==> config.mk <==
export PLATFORM = sky130hd
export DESIGN_NAME = vram_dma
export DESIGN_NICKNAME = d
export VERILOG_FILES = /design/src/rtl/vram_dma.sv
export SDC_FILE = /design/constraint.sdc
export NUM_CORES = 1
export LEC_CHECK = 0
export CAP_MARGIN = 20
export CORE_MARGIN = 2
export CORE_UTILIZATION = 30
export CTS_CLUSTER_SIZE = 40
export DETAILED_ROUTE_END_ITERATION = 16
export GPL_TIMING_DRIVEN = 0
export PLACE_DENSITY_LB_ADDON = 0.3
export SLEW_MARGIN = 20
export SYNTH_ARGS = -nofsm -noshare
export SYNTH_HDL_FRONTEND = slang
export SYNTH_SLANG_ARGS = --single-unit
==> constraint.sdc <==
create_clock -name clk -period 5.9 [get_ports clk]
set_input_delay 1.475 -clock clk [delete_from_list [all_inputs] [get_ports clk]]
set_output_delay 1.475 -clock clk [all_outputs]
set_load 0.01 [all_outputs]
==> src/rtl/vram_dma.sv <==
// Single-channel copy engine: streams words from main memory into the VRAM32
// write port, optionally holding off until the frame synthesizer reports end of frame.
module vram_dma #(
  parameter int SRC_W   = 24,
  parameter int DST_W   = 14,
  parameter int LEN_W   = 14,
  parameter int TIMEOUT = 255
) (
  input  logic             clk,
  input  logic             reset,
  input  logic [SRC_W-1:0] cfg_src,
  input  logic [DST_W-1:0] cfg_dst,
  input  logic [LEN_W-1:0] cfg_len,
  input  logic             cfg_vsync,
  input  logic             start,
  input  logic             frameDrawn,
  output logic [SRC_W-1:0] mem_addr,
  output logic             mem_req,
  input  logic             mem_ack,
  input  logic [31:0]      mem_q,
  output logic [DST_W-1:0] vram_addr,
  output logic [31:0]      vram_d,
  output logic             vram_we,
  output logic             busy,
  output logic             done,
  output logic             error
);

  localparam int WAIT_W = $clog2(TIMEOUT + 1);

  typedef enum logic [2:0] {
    S_IDLE,
    S_WAITV,
    S_READ,
    S_WRITE,
    S_FIN
  } state_t;

  state_t             state;
  logic [DST_W-1:0]   dst_cnt;
  logic [LEN_W-1:0]   remaining;
  logic [WAIT_W-1:0]  wait_cnt;
  logic               fd_meta;
  logic               fd_sync;
  logic               fd_prev;
  logic               fd_rise;

  // mem_addr doubles as the source counter; it only moves between words.
  assign fd_rise = fd_sync & ~fd_prev;

  // NOTE: every register, including the pass-through data regs, is cleared by
  // the async reset so no X reaches VRAM after a reset mid-transfer.
  always_ff @(posedge clk or posedge reset) begin
    if (reset) begin
      state     <= S_IDLE;
      dst_cnt   <= '0;
      remaining <= '0;
      wait_cnt  <= '0;
      fd_meta   <= 1'b0;
      fd_sync   <= 1'b0;
      fd_prev   <= 1'b0;
      mem_addr  <= '0;
      mem_req   <= 1'b0;
      vram_addr <= '0;
      vram_d    <= '0;
      vram_we   <= 1'b0;
      busy      <= 1'b0;
      done      <= 1'b0;
      error     <= 1'b0;
    end else begin
      // frameDrawn comes from the pixel clock domain; two flops before use.
      fd_meta <= frameDrawn;
      fd_sync <= fd_meta;
      fd_prev <= fd_sync;

      // NOTE: strobes default low here so each one lasts exactly one cycle;
      // the case arms below only ever raise them.
      done    <= 1'b0;
      vram_we <= 1'b0;

      case (state)
        S_IDLE: begin
          if (start) begin
            mem_addr  <= cfg_src;
            dst_cnt   <= cfg_dst;
            remaining <= cfg_len;
            wait_cnt  <= '0;
            error     <= 1'b0;
            busy      <= 1'b1;
            if (cfg_len == '0) begin
              done  <= 1'b1;
              state <= S_FIN;
            end else if (cfg_vsync) begin
              state <= S_WAITV;
            end else begin
              mem_req <= 1'b1;
              state   <= S_READ;
            end
          end
        end

        S_WAITV: begin
          if (fd_rise) begin
            mem_req <= 1'b1;
            state   <= S_READ;
          end
        end

        S_READ: begin
          if (mem_ack) begin
            vram_d    <= mem_q;
            vram_addr <= dst_cnt;
            vram_we   <= 1'b1;
            mem_req   <= 1'b0;
            state     <= S_WRITE;
          end else if (wait_cnt == WAIT_W'(TIMEOUT)) begin
            error   <= 1'b1;
            mem_req <= 1'b0;
            done    <= 1'b1;
            state   <= S_FIN;
          end else begin
            wait_cnt <= wait_cnt + WAIT_W'(1);
          end
        end

        S_WRITE: begin
          mem_addr  <= mem_addr + SRC_W'(1);
          dst_cnt   <= dst_cnt + DST_W'(1);
          remaining <= remaining - LEN_W'(1);
          wait_cnt  <= '0;
          if (remaining == LEN_W'(1)) begin
            done  <= 1'b1;
            state <= S_FIN;
          end else begin
            mem_req <= 1'b1;
            state   <= S_READ;
          end
        end

        S_FIN: begin
          busy  <= 1'b0;
          state <= S_IDLE;
        end

        default: state <= S_IDLE;
      endcase
    end
  end

endmodule
==> impl_metrics.ini <==
[synthesis]
syn_avg_cell_area_um2 = 10.60
synth_seq_cells = 117
synth_warnings = 0
ys_seq_area_share_pct = 51.32
synth.distinct_cells = 61
syn_nets = 633
syn_area_mm2 = 0.005705
async_flop_share_pct = 100.0
postSynthCellCount = 538
synth-edff-count = 0
synthFlopType = dfrtp_1

[pwr]
pwr-share-comb_pct = 40.6
seqPwrFrac_pct = 34.0
p_per_area_mw_per_mm2 = 524.6
p_sw_share_pct = 35.72
intPower_uw = 2799
ir_drop_uv = 228.8
power_leakage_uw = 0.003295
clkPwrFrac_pct = 25.4
p_sw_uw = 1555

[routing]
drtPass1Iterations = 4
ant_nets = 0
wirelength_um = 17640
vias_per_cell = 5.315
routed-via-count = 5150
drc_errors = 0
drt_iter0_drc = 345
wire_per_inst_um = 18.21

[clocking]
cts.clk_slew.worst_paths_ns = 0.06
post_cts_buffers = 0
cts_tree = done
cts_hold_repair.buffers = 0
ctsResizeCount = 0
clkLatencyLatePin_ns = 0.42
cts-root-buf = clkbuf_16
clock-sinks = 117
cts_buffers = 17
cts-htree-levels = 4
clockBufferDepth = 2

[layout]
syn_to_final_growth_pct = 45.50
final_cell_count_no_fill = 969
final_common_cell = clkdlybuf4s50_1
drive_gt1_share_pct = 15.65
antenna_cells = 0
final_cell_mix = 164 x clkdlybuf4s50_1, 117 x dfrtp_1, 59 x nand2_1
nets = 817
fin_util_pct = 44.38

[grt]
grt_max_degree = 77
grt_pass1_wl_um = 27680
overflow = 0
gr-usage-all-layers_pct = 17.69
grt_pass1_vias = 5223
antenna_found_initial = 0

[timing]
max_slew.worst_pin.slew_ns = 0.7747
finalSetupTns_ns = 0
fin_crit_ns = 3.126
fin_ws_ns = 2.774
slew_viol_final = 0
finClkSkew_ns = 0.008008
relSlewSlack_pct = 48.36
fmax_ghz = 0.3199
grt_setup_unrepaired = false
finalCritPeriodShare_pct = 52.98
final-setup-viol-count = 0
finalHoldViolCount = 0

[worst_setup_path]
cp_slowest_cell = clkdlybuf4s50_1
worstPathRequired_ns = 6.18
arrival_ns = 3.40
cp_cell_sequence = clkdlybuf4s50_1, or4b_1, buf_2, clkbuf_1, o211ai_1, o311ai_0
critPathTopFamily = buffers and inverters
cp-start-kind = primary input
worst-path-buf-inv = 3
slowest_delay_ns = 0.56
endpoint_kind = flop
crit_fanout = 10
crit_type = primary input to flop

[place]
dp.final_hpwl_um = 12720
routabilityCongestion = 0.8399
placedCellCount = 937
dp_slack_ns = 2.355
io_buffer_count = 164

[floorplanning]
start_util_pct = 30.50
ioPinCount = 165
dieArea_mm2 = 0.02014
die_height_um = 141.9
die-width_um = 141.9
row_count = 50
core_mm2 = 0.01871

[flow_run]
cap_viol_max_count = 0

[status]
outcome = finished, final reports clean

[min_path]
hold_class = flop to flop
cell families after synthesis:
kind of cell             Yosys count  share of synthesized area (%)
multiplexers                      52                          10.15
adder cells (fa/ha/maj)            5                          1.096
XOR/XNOR                           2                         0.3071
flip-flops                       117                          51.32
AO/OA/AOI/OAI                    112                          14.08
AND/OR/NAND/NOR                  208                          19.43
buffers and inverters             42                          3.618
power groups by stage:
| stage | combinational [uW] | sequential (uW) | clock, uW |
|---|---|---|---|
| floorplan | 850 | 1530 | 0 |
| global placement | 1740 | 1460 | 0 |
| detailed placement | 1780 | 1480 | 0 |
| CTS | 1780 | 1480 | 1130 |
| global route | 1910 | 1540 | 1160 |
| finish | 1770 | 1480 | 1110 |
synthesized netlist by cell type (all sizes together), types with 2 or more instances:
master,n,area share [%]
or4,3,0.39
and2,3,0.33
a22oi,2,0.26
a21o,4,0.53
a21oi,18,1.6
mux2,47,9.3
o22ai,2,0.33
nor2,38,2.5
nand2b,4,0.44
nor4,9,1.4
clkbuf,10,0.66
nor3b,2,0.26
o21ai,18,1.6
a311oi,4,0.61
a31o,2,0.31
nor3,21,2.0
or3,4,0.61
nand3b,2,0.48
nand2,60,4.0
inv,15,0.99
o311ai,13,2.0
nand3,33,3.0
o21a,4,0.53
nand4,13,1.4
o31ai,2,0.26
o221a,4,0.79
mux2i,5,0.88
dfrtp,117,51
o211ai,17,2.2
a211oi,4,0.53
and3,9,0.99
nor4b,2,0.83
a221o,5,0.88
a31oi,7,0.77
buf,17,2.0
ha,5,1.1
worst reg2reg max path, delay by kind of cell, from the launching register on:
family / cells / cell delay (ns)
buf+inv: 3 / 1.04
flops: 1 / 0.40
simple gates: 1 / 0.15
compound gates: 3 / 0.43
registers in the layout, indices dropped and copies added, names as in the netlist:
register / flops
vram_d: 32
mem_addr: 24
dst_cnt: 14
remaining: 14
vram_addr: 14
wait_cnt: 8
state: 3
busy: 1
done: 1
error: 1
fd_meta: 1
fd_prev: 1
fd_sync: 1
mem_req: 1
vram_we: 1
through the flow:
stage / hold WS [ns] / area [um^2] / total power (uW)
after global placement: 0.3372 / 7640 / 3204
after CTS: 0.3666 / 8302 / 4387
after detailed placement: 0.3381 / 7672 / 3259
after floorplan: 0.3312 / 5705 / 2376
final: 0.3611 / 8302 / 4355
after global routing: 0.3708 / 8302 / 4613
worst paths after layout:
| check | start | end | slack (ns) | cells past startpoint |
|---|---|---|---|---|
| min | fd_meta | fd_sync | 0.36 | 0 |
| min reg2reg | fd_meta | fd_sync | 0.36 | 0 |
| min in group asynchronous | reset | vram_d[2] | 1.44 | 2 |
| max reg2reg | state[0] | dst_cnt[6] | 3.74 | 7 |
| max in group asynchronous | reset | mem_addr[19] | 3.74 | 3 |
| max | start | remaining[6] | 2.77 | 6 |
cell type report:
type | count | area [um^2]
Multi-Input combinational cell | 379 | 2571
Sequential cell | 117 | 2928
Timing Repair Buffer | 165 | 1669
Inverter | 15 | 61.31
Clock buffer | 17 | 425.4
Fill cell | 1745 | 10400
Buffer | 27 | 150.1
Clock inverter | 15 | 203.9
Tap cell | 234 | 292.8
layer usage:
| layer | up-vias | track usage [%] | routed length [um] |
|---|---|---|---|
| li1 | 2377 | - | - |
| met2 | 215 | 28.85 | 8727 |
| met4 | 0 | 7.526 | 430 |
| met3 | 38 | 4.387 | 993 |
| met1 | 2520 | 22.41 | 7492 |
| met5 | - | 0 | 0 |
Note: power is estimated with default switching activity, not from simulation.
